### config.mk
export PLATFORM = sky130hd
export DESIGN_NAME = instr_queue
export DESIGN_NICKNAME = d
export VERILOG_FILES = /design/src/rtl/instr_queue_pkg.sv /design/src/rtl/instr_queue.sv
export SDC_FILE = /design/constraint.sdc
export NUM_CORES = 1
export LEC_CHECK = 0
export CELL_PAD_IN_SITES_DETAIL_PLACEMENT = 1
export CELL_PAD_IN_SITES_GLOBAL_PLACEMENT = 2
export CORE_MARGIN = 5
export CORE_UTILIZATION = 45
export CTS_CLUSTER_DIAMETER = 40
export DETAILED_ROUTE_END_ITERATION = 6
export PLACE_DENSITY = 0.95
export SYNTH_ARGS = -nofsm -noshare
export SYNTH_HDL_FRONTEND = slang
export SYNTH_SLANG_ARGS = --single-unit
### constraint.sdc
create_clock -name clk -period 4.33 [get_ports clk]
set_input_delay 0.433 -clock clk [delete_from_list [all_inputs] [get_ports clk]]
set_output_delay 0.433 -clock clk [all_outputs]
set_load 0.02 [all_outputs]
### src/rtl/instr_queue_pkg.sv
// Shared types and constants for the fetch-to-decode instruction queue.
package instr_queue_pkg;

  localparam int XLEN_DEF = 32;
  localparam logic [31:0] NOP_INSTR = 32'h00000013;

  typedef struct packed {
    logic [XLEN_DEF-1:0] pc;
    logic [XLEN_DEF-1:0] instr;
  } fetch_entry_t;

endpackage

### src/rtl/instr_queue.sv
// Circular FIFO of {pc, instr} pairs between fetch and decode.
// Flush empties the queue so wrong-path words never reach decode.
module instr_queue
  import instr_queue_pkg::*;
#(
  parameter int DEPTH = 4,
  parameter int XLEN  = XLEN_DEF
) (
  input  logic                   clk,
  input  logic                   reset_n,
  input  logic                   flush,
  input  logic                   enq_valid,
  output logic                   enq_ready,
  input  logic [XLEN-1:0]        enq_pc,
  input  logic [XLEN-1:0]        enq_instr,
  output logic                   deq_valid,
  input  logic                   deq_ready,
  output logic [XLEN-1:0]        deq_pc,
  output logic [XLEN-1:0]        deq_instr,
  output logic [$clog2(DEPTH):0] count
);

  localparam int PW = $clog2(DEPTH);
  localparam int CW = PW + 1;
  localparam logic [CW-1:0] FULL = CW'(DEPTH);

  fetch_entry_t  mem [DEPTH];
  fetch_entry_t  head;
  logic [PW-1:0] wr_ptr;
  logic [PW-1:0] rd_ptr;
  logic [CW-1:0] cnt;
  logic          enq_fire;
  logic          deq_fire;

  // Full/empty come from cnt; a dequeue never frees space same-cycle.
  assign enq_ready = reset_n && !flush && (cnt != FULL);
  assign deq_valid = (cnt != '0) && !flush;
  assign enq_fire  = enq_valid && enq_ready;
  assign deq_fire  = deq_valid && deq_ready;
  assign count     = cnt;

  always_ff @(posedge clk) begin
    if (enq_fire) begin
      mem[wr_ptr] <= '{pc: enq_pc, instr: enq_instr};
    end
  end

  always_comb begin
    head = mem[rd_ptr];
    if (!deq_valid) begin
      head = '{pc: '0, instr: NOP_INSTR};
    end
  end

  assign deq_pc    = head.pc;
  assign deq_instr = head.instr;

  always_ff @(posedge clk or negedge reset_n) begin
    if (!reset_n) begin
      wr_ptr <= '0;
      rd_ptr <= '0;
      cnt    <= '0;
    end else if (flush) begin
      wr_ptr <= '0;
      rd_ptr <= '0;
      cnt    <= '0;
    end else begin
      if (enq_fire) begin
        wr_ptr <= wr_ptr + 1'b1;
      end
      if (deq_fire) begin
        rd_ptr <= rd_ptr + 1'b1;
      end
      unique case (1'b1)
        enq_fire && !deq_fire: cnt <= cnt + 1'b1;
        deq_fire && !enq_fire: cnt <= cnt - 1'b1;
        default:               cnt <= cnt;
      endcase
    end
  end

endmodule

# After elaboration in Yosys (flattened, before gate mapping)
# Memory sizes are Yosys's and may differ from the RTL's.
# Cells that the tools add are included.
[word_totals]
wordCells = 32
ramBits = 256
output_inout_bits = 69
ff_bits = 7
in_bits = 69
mem_count = 1
[classes]
n_mux = 9
addsub = 4
reduce_logical = 14
eq_ne = 1
[mem_list]
columns = ["memory", "depth", "word_bits", "rd", "rd_clocked_by_memory_dff", "wr", "line_no", "rtl"]
rows = [
  ["mem", 4, 64, 1, 0, 1, "instr_queue.sv:27", "fetch_entry_t mem [DEPTH];"],
]
[op_table]
columns = ["operator", "count"]
rows = [
  ["$mux W64", 1],
  ["$mux W2", 4],
  ["$logic_and A1 B1 Y1", 7],
  ["$pmux W3 S2", 1],
  ["$reduce_bool A3 Y1", 2],
  ["$add A2 B1 Y2 const B", 2],
  ["$reduce_bool A2 Y1", 2],
  ["$add A3 B1 Y3 const B", 1],
  ["$logic_not A1 Y1", 3],
  ["$mux W3", 1],
  ["$ne A3 B3 Y1 const B", 1],
  ["$sub A3 B1 Y3 const B", 1],
  ["$mux W1", 2],
]

# Logic depth before layout (Yosys ltp)
[logic_depth]
ltp_word = 8
mapped_depth = 8
ltp_nobuf = 7

# Worst setup path before layout
# OpenSTA, ideal clock, no wires.
[synth_timing]
path_kind = "register to register"
startpoint = "register cnt[0] (netlist: count[0])"
endpoint = "memory mem[0][0] in the netlist's numbering (enable)"
setup_time_ns = 0.429
arrival_ns = 2.464
path_stages_with_launch = 4
slack_ns = 1.437
cell_sequence = "dfrtp_1 -> buf_2 -> or3b_1 -> and3_1"
[synth_between]
elab_chain_cells = 5
[synth_rtl]
columns = ["element", "line_no", "rtl"]
rows = [
  ["start: declaration", "instr_queue.sv:31", "logic [CW-1:0] cnt;"],
  ["start signal: assignment", "instr_queue.sv:75", "enq_fire && !deq_fire: cnt <= cnt + 1'b1;"],
  ["start signal: assignment", "instr_queue.sv:76", "deq_fire && !enq_fire: cnt <= cnt - 1'b1;"],
  ["start signal: assignment", "instr_queue.sv:77", "default: cnt <= cnt;"],
  ["$ne A3 B3 Y1", "instr_queue.sv:36", "assign enq_ready = reset_n && !flush && (cnt != FULL);"],
  ["$logic_and A1 B1 Y1", "instr_queue.sv:36", ""],
  ["$logic_and A1 B1 Y1", "instr_queue.sv:38", "assign enq_fire = enq_valid && enq_ready;"],
  ["$mux W1", "instr_queue.sv:43", "if (enq_fire) begin"],
  ["$mux W1 (implied by the code)", "instr_queue.sv:44", "mem[wr_ptr] <= '{pc: enq_pc, instr: enq_instr};"],
  ["end: declaration", "instr_queue.sv:27", ""],
]
# No other way between the ends.

# Final worst setup path
[layout_timing]
startpoint = "register rd_ptr[0]"
endpoint = "output port deq_pc[6]"
[layout_between]
elab_chain_cells = 2
[layout_rtl]
columns = ["element", "line_no", "rtl"]
rows = [
  ["start: declaration", "instr_queue.sv:30", "logic [PW-1:0] rd_ptr;"],
  ["start signal: assignment", "instr_queue.sv:72", "rd_ptr <= rd_ptr + 1'b1;"],
  ["$mem_v2 Z4 W64", "--", ""],
  ["$mux W64", "instr_queue.sv:50", "if (!deq_valid) begin"],
  ["end: declaration", "instr_queue.sv:18", "output logic [XLEN-1:0] deq_pc,"],
]
# No other way between the ends.

==> impl_metrics.csv <==
group,metric,value,unit
outcome,status,"complete, no violations",
sta,final.setup.worst_slack,0.918,ns
sta,relSlewSlack,0.296,
worst_setup_path,r2r_cells,7,
power_and_ir_drop,p_leak,4.14,nW
sta,fmax,0.293,GHz
global_route,grt_pass1_vias,5780,
worst_setup_path,crit_type,"reg -> out",
worst_setup_path,arrival,2.98,ns
clocking,clk_pin_slew_worst_paths,0.05,ns
sta,finalHoldViolations,0,
synthesis,postSynthAreaPerCell,22.0,um^2
sta,setup_viol,0,
layout,multi_input_area,2220,um^2
synthesis,synth-async-reset-ratio,0.0266,
clocking,clk_latency,0.50,ns
routing,post_drt_wl_per_cell,22.6,um
routing,num_vias,4921,
worst_setup_path,regToRegStartpoint,"count[0]$_DFFE_PN0P_",
sta,period_share,0.788,
power_and_ir_drop,vdd_drop_max,566,uV
clocking,cts_sinks,263,
worst_setup_path,ff2ff_setup_slack,2.02,ns
synthesis,synth_edf_count,256,
worst_hold_path,hp-class,"in -> async",
synthesis,synth_top_area_share,0.753,
clocking,cts_inserted_buffers,36,
floorplanning,io-pin-count,138,
run,cap_violations,0,
worst_setup_path,cp-start-kind,"register",
sta,final.min_clock_period,3.41,ns
layout,fin_nets,692,
routing,ant_nets,0,
placed_design,place_congestion,0.722,
floorplanning,core_area,22500,um^2
global_route,overflow,0,
synthesis,synth_area,10200,um^2
clocking,root_buffer,"clkbuf_16",
placed_design,place_ws,0.994,ns
layout,register_area,7870,um^2
layout,n_fill_cell,1941,
layout,synthToLayoutAreaGrowth,27.8,%
worst_setup_path,cp_data_required_time,3.90,ns
sta,fin_skew,0.0109,ns
global_route,grt_max_degree,66,
floorplanning,row_count,55,
floorplanning,die_w,161,um
power_and_ir_drop,finalPower,0.00679,W
synthesis,synth_area_leader_cell,"edfxtp_1",
clocking,post_cts_buffers,0,
layout,n_antenna_cell,0,
layout,instances_no_fill,930,
synthesis,seq_area_frac_synth,0.771,
clocking,cts_tree,"built",
synthesis,synthCells,464,
floorplanning,fp.dieH,161,um
synthesis,yosysUniqueCellTypes,35,
placed_design,dp_cells,865,
placed_design,io_buffer_count,137,
layout,final_core_util,0.579,
power_and_ir_drop,power_density,521,nW/um^2
floorplanning,dieArea,25800,um^2
global_route,grt_pass1_wl,33.4,mm
routing,drt_wl_total,21.0,mm
synthesis,syn_nets,538,
clocking,ctsHoldBuffers,0,
worst_setup_path,crit_fanout,29,
sta,worst_pin_slew,1.06,ns
worst_setup_path,reg2reg_to,"count[2]$_DFFE_PN0P_",
routing,via_per_inst,5.29,
global_route,antenna_found_initial,1,
clocking,clockBufferDepth,3,
sta,rsz0062_at_grt,"false",
floorplanning,start_util,0.453,
global_route,gr-usage-all-layers,0.167,
synthesis,synthTopCellsByArea,"edfxtp_1 (75%), mux4_2 (14%), and2_1 (3.8%)",
synthesis,ys_ff_latch,263,
sta,setup_tns,0,ns
routing,drc,0,
routing,initialDrtViolationCount,351,
synthesis,synth_warnings,0,
layout,drive_gt1_frac,0.205,
synthesis,synth_ff_type,"edfxtp_1",
clocking,htree_levels,2,
clocking,cts.repair.resized,0,
placed_design,dpl.hpwl,12.1,mm
sta,slew_violations,0,
worst_setup_path,endpoint_kind,"output pin",
routing,dr.pass1.iters,4,
[critical path, stage by stage (launching register included)]
cell and delay [ns]:
dfrtp_4 0.81, buf_4 0.35, mux4_2 0.53, and2_1 0.20, clkdlybuf4s50_1 0.55
[sequential cells by signal, indices dropped and copies added, names as in the netlist]
register and cells:
count 3, mem 256, rd_ptr 2, wr_ptr 2
[per-layer routing]
layer	GRT usage	part of all wire	vias up
met1	0.212	0.41	2548
met2	0.289	0.52	146
met3	0.0375	0.053	23
met5	0	0.00062	-
met4	0.0485	0.013	2
li1	-	-	2202
[area by class of cell]
type,instances,share of cell area
flip-flops and latches,263,0.604
repair buffers,140,0.109
multi-input cells,175,0.170
inverters,2,0.000576
clock buffers,42,0.0725
well taps,285,0.0274
clock inverters,23,0.0170
[report_power, final]
part	total [W]	switching [W]	internal (W)
combinational	0.00104	0.000474	0.000568
sequential	0.00293	0.0000903	0.00284
clock	0.00281	0.00106	0.00176
[per-stage QoR]
stage          area (um^2)  hold WS, ns
6_report             13000        0.248
5_1_grt              13000        0.273
4_1_cts              13000        0.243
3_5_place_dp         11900        0.607
3_3_place_gp         11900        0.574
2_1_floorplan        10200        0.137
[how the worst max path moves through the flow]
stage	cells after the start	endpoint	slack [ns]	start
6_report	4	deq_pc[6]	0.92	rd_ptr[0]$_DFFE_PN0P_
5_1_grt	4	deq_instr[16]	0.75	rd_ptr[0]$_DFFE_PN0P_
4_1_cts	4	deq_pc[6]	0.82	rd_ptr[0]$_DFFE_PN0P_
3_5_place_dp	5	deq_pc[6]	0.99	flush
3_3_place_gp	5	deq_pc[8]	1.09	flush
2_1_floorplan	3	mem[0][0]$_DFFE_PP_	1.44	count[0]$_DFFE_PN0P_
[cells in the final DEF (no fill, tap or decap), types with 2 or more instances in the layout]
master / n
a21oi_1: 2
and2_1: 62
and3_4: 4
and3b_1: 2
buf_12: 2
bufinv_16: 3
clkbuf_1: 5
clkbuf_16: 37
clkdlybuf4s50_1: 137
clkinv_1: 5
clkinv_2: 4
clkinv_4: 3
clkinvlp_4: 3
dfrtp_1: 5
dfrtp_4: 2
edfxtp_1: 256
ha_1: 4
inv_1: 2
inv_6: 5
mux4_2: 64
nand2_1: 2
nor2_1: 6
o21ai_0: 2
or3_1: 3
xnor2_1: 5
[cell families after synthesis]
logic type,share of synthesized area
AO/OA/AOI/OAI,0.00736
XOR/XNOR,0.00515
flip-flops,0.771
buffers and inverters,0.0148
multiplexers,0.142
adder cells (fa/ha/maj),0.00687
AND/OR/NAND/NOR,0.0530
[Yosys cell counts (2+ instances only)]
library cell    n
a21oi_1         2
and2_1         62
and3_1          5
and3b_1         2
buf_2          10
buf_6           5
clkbuf_1        8
dfrtp_1         7
edfxtp_1      256
ha_1            4
inv_1           2
mux4_2         64
nand2_1         2
nor2_1          7
o21ai_0         2
or3_1           3
xnor2_1         5
Note: power is estimated with default switching activity, not from simulation.
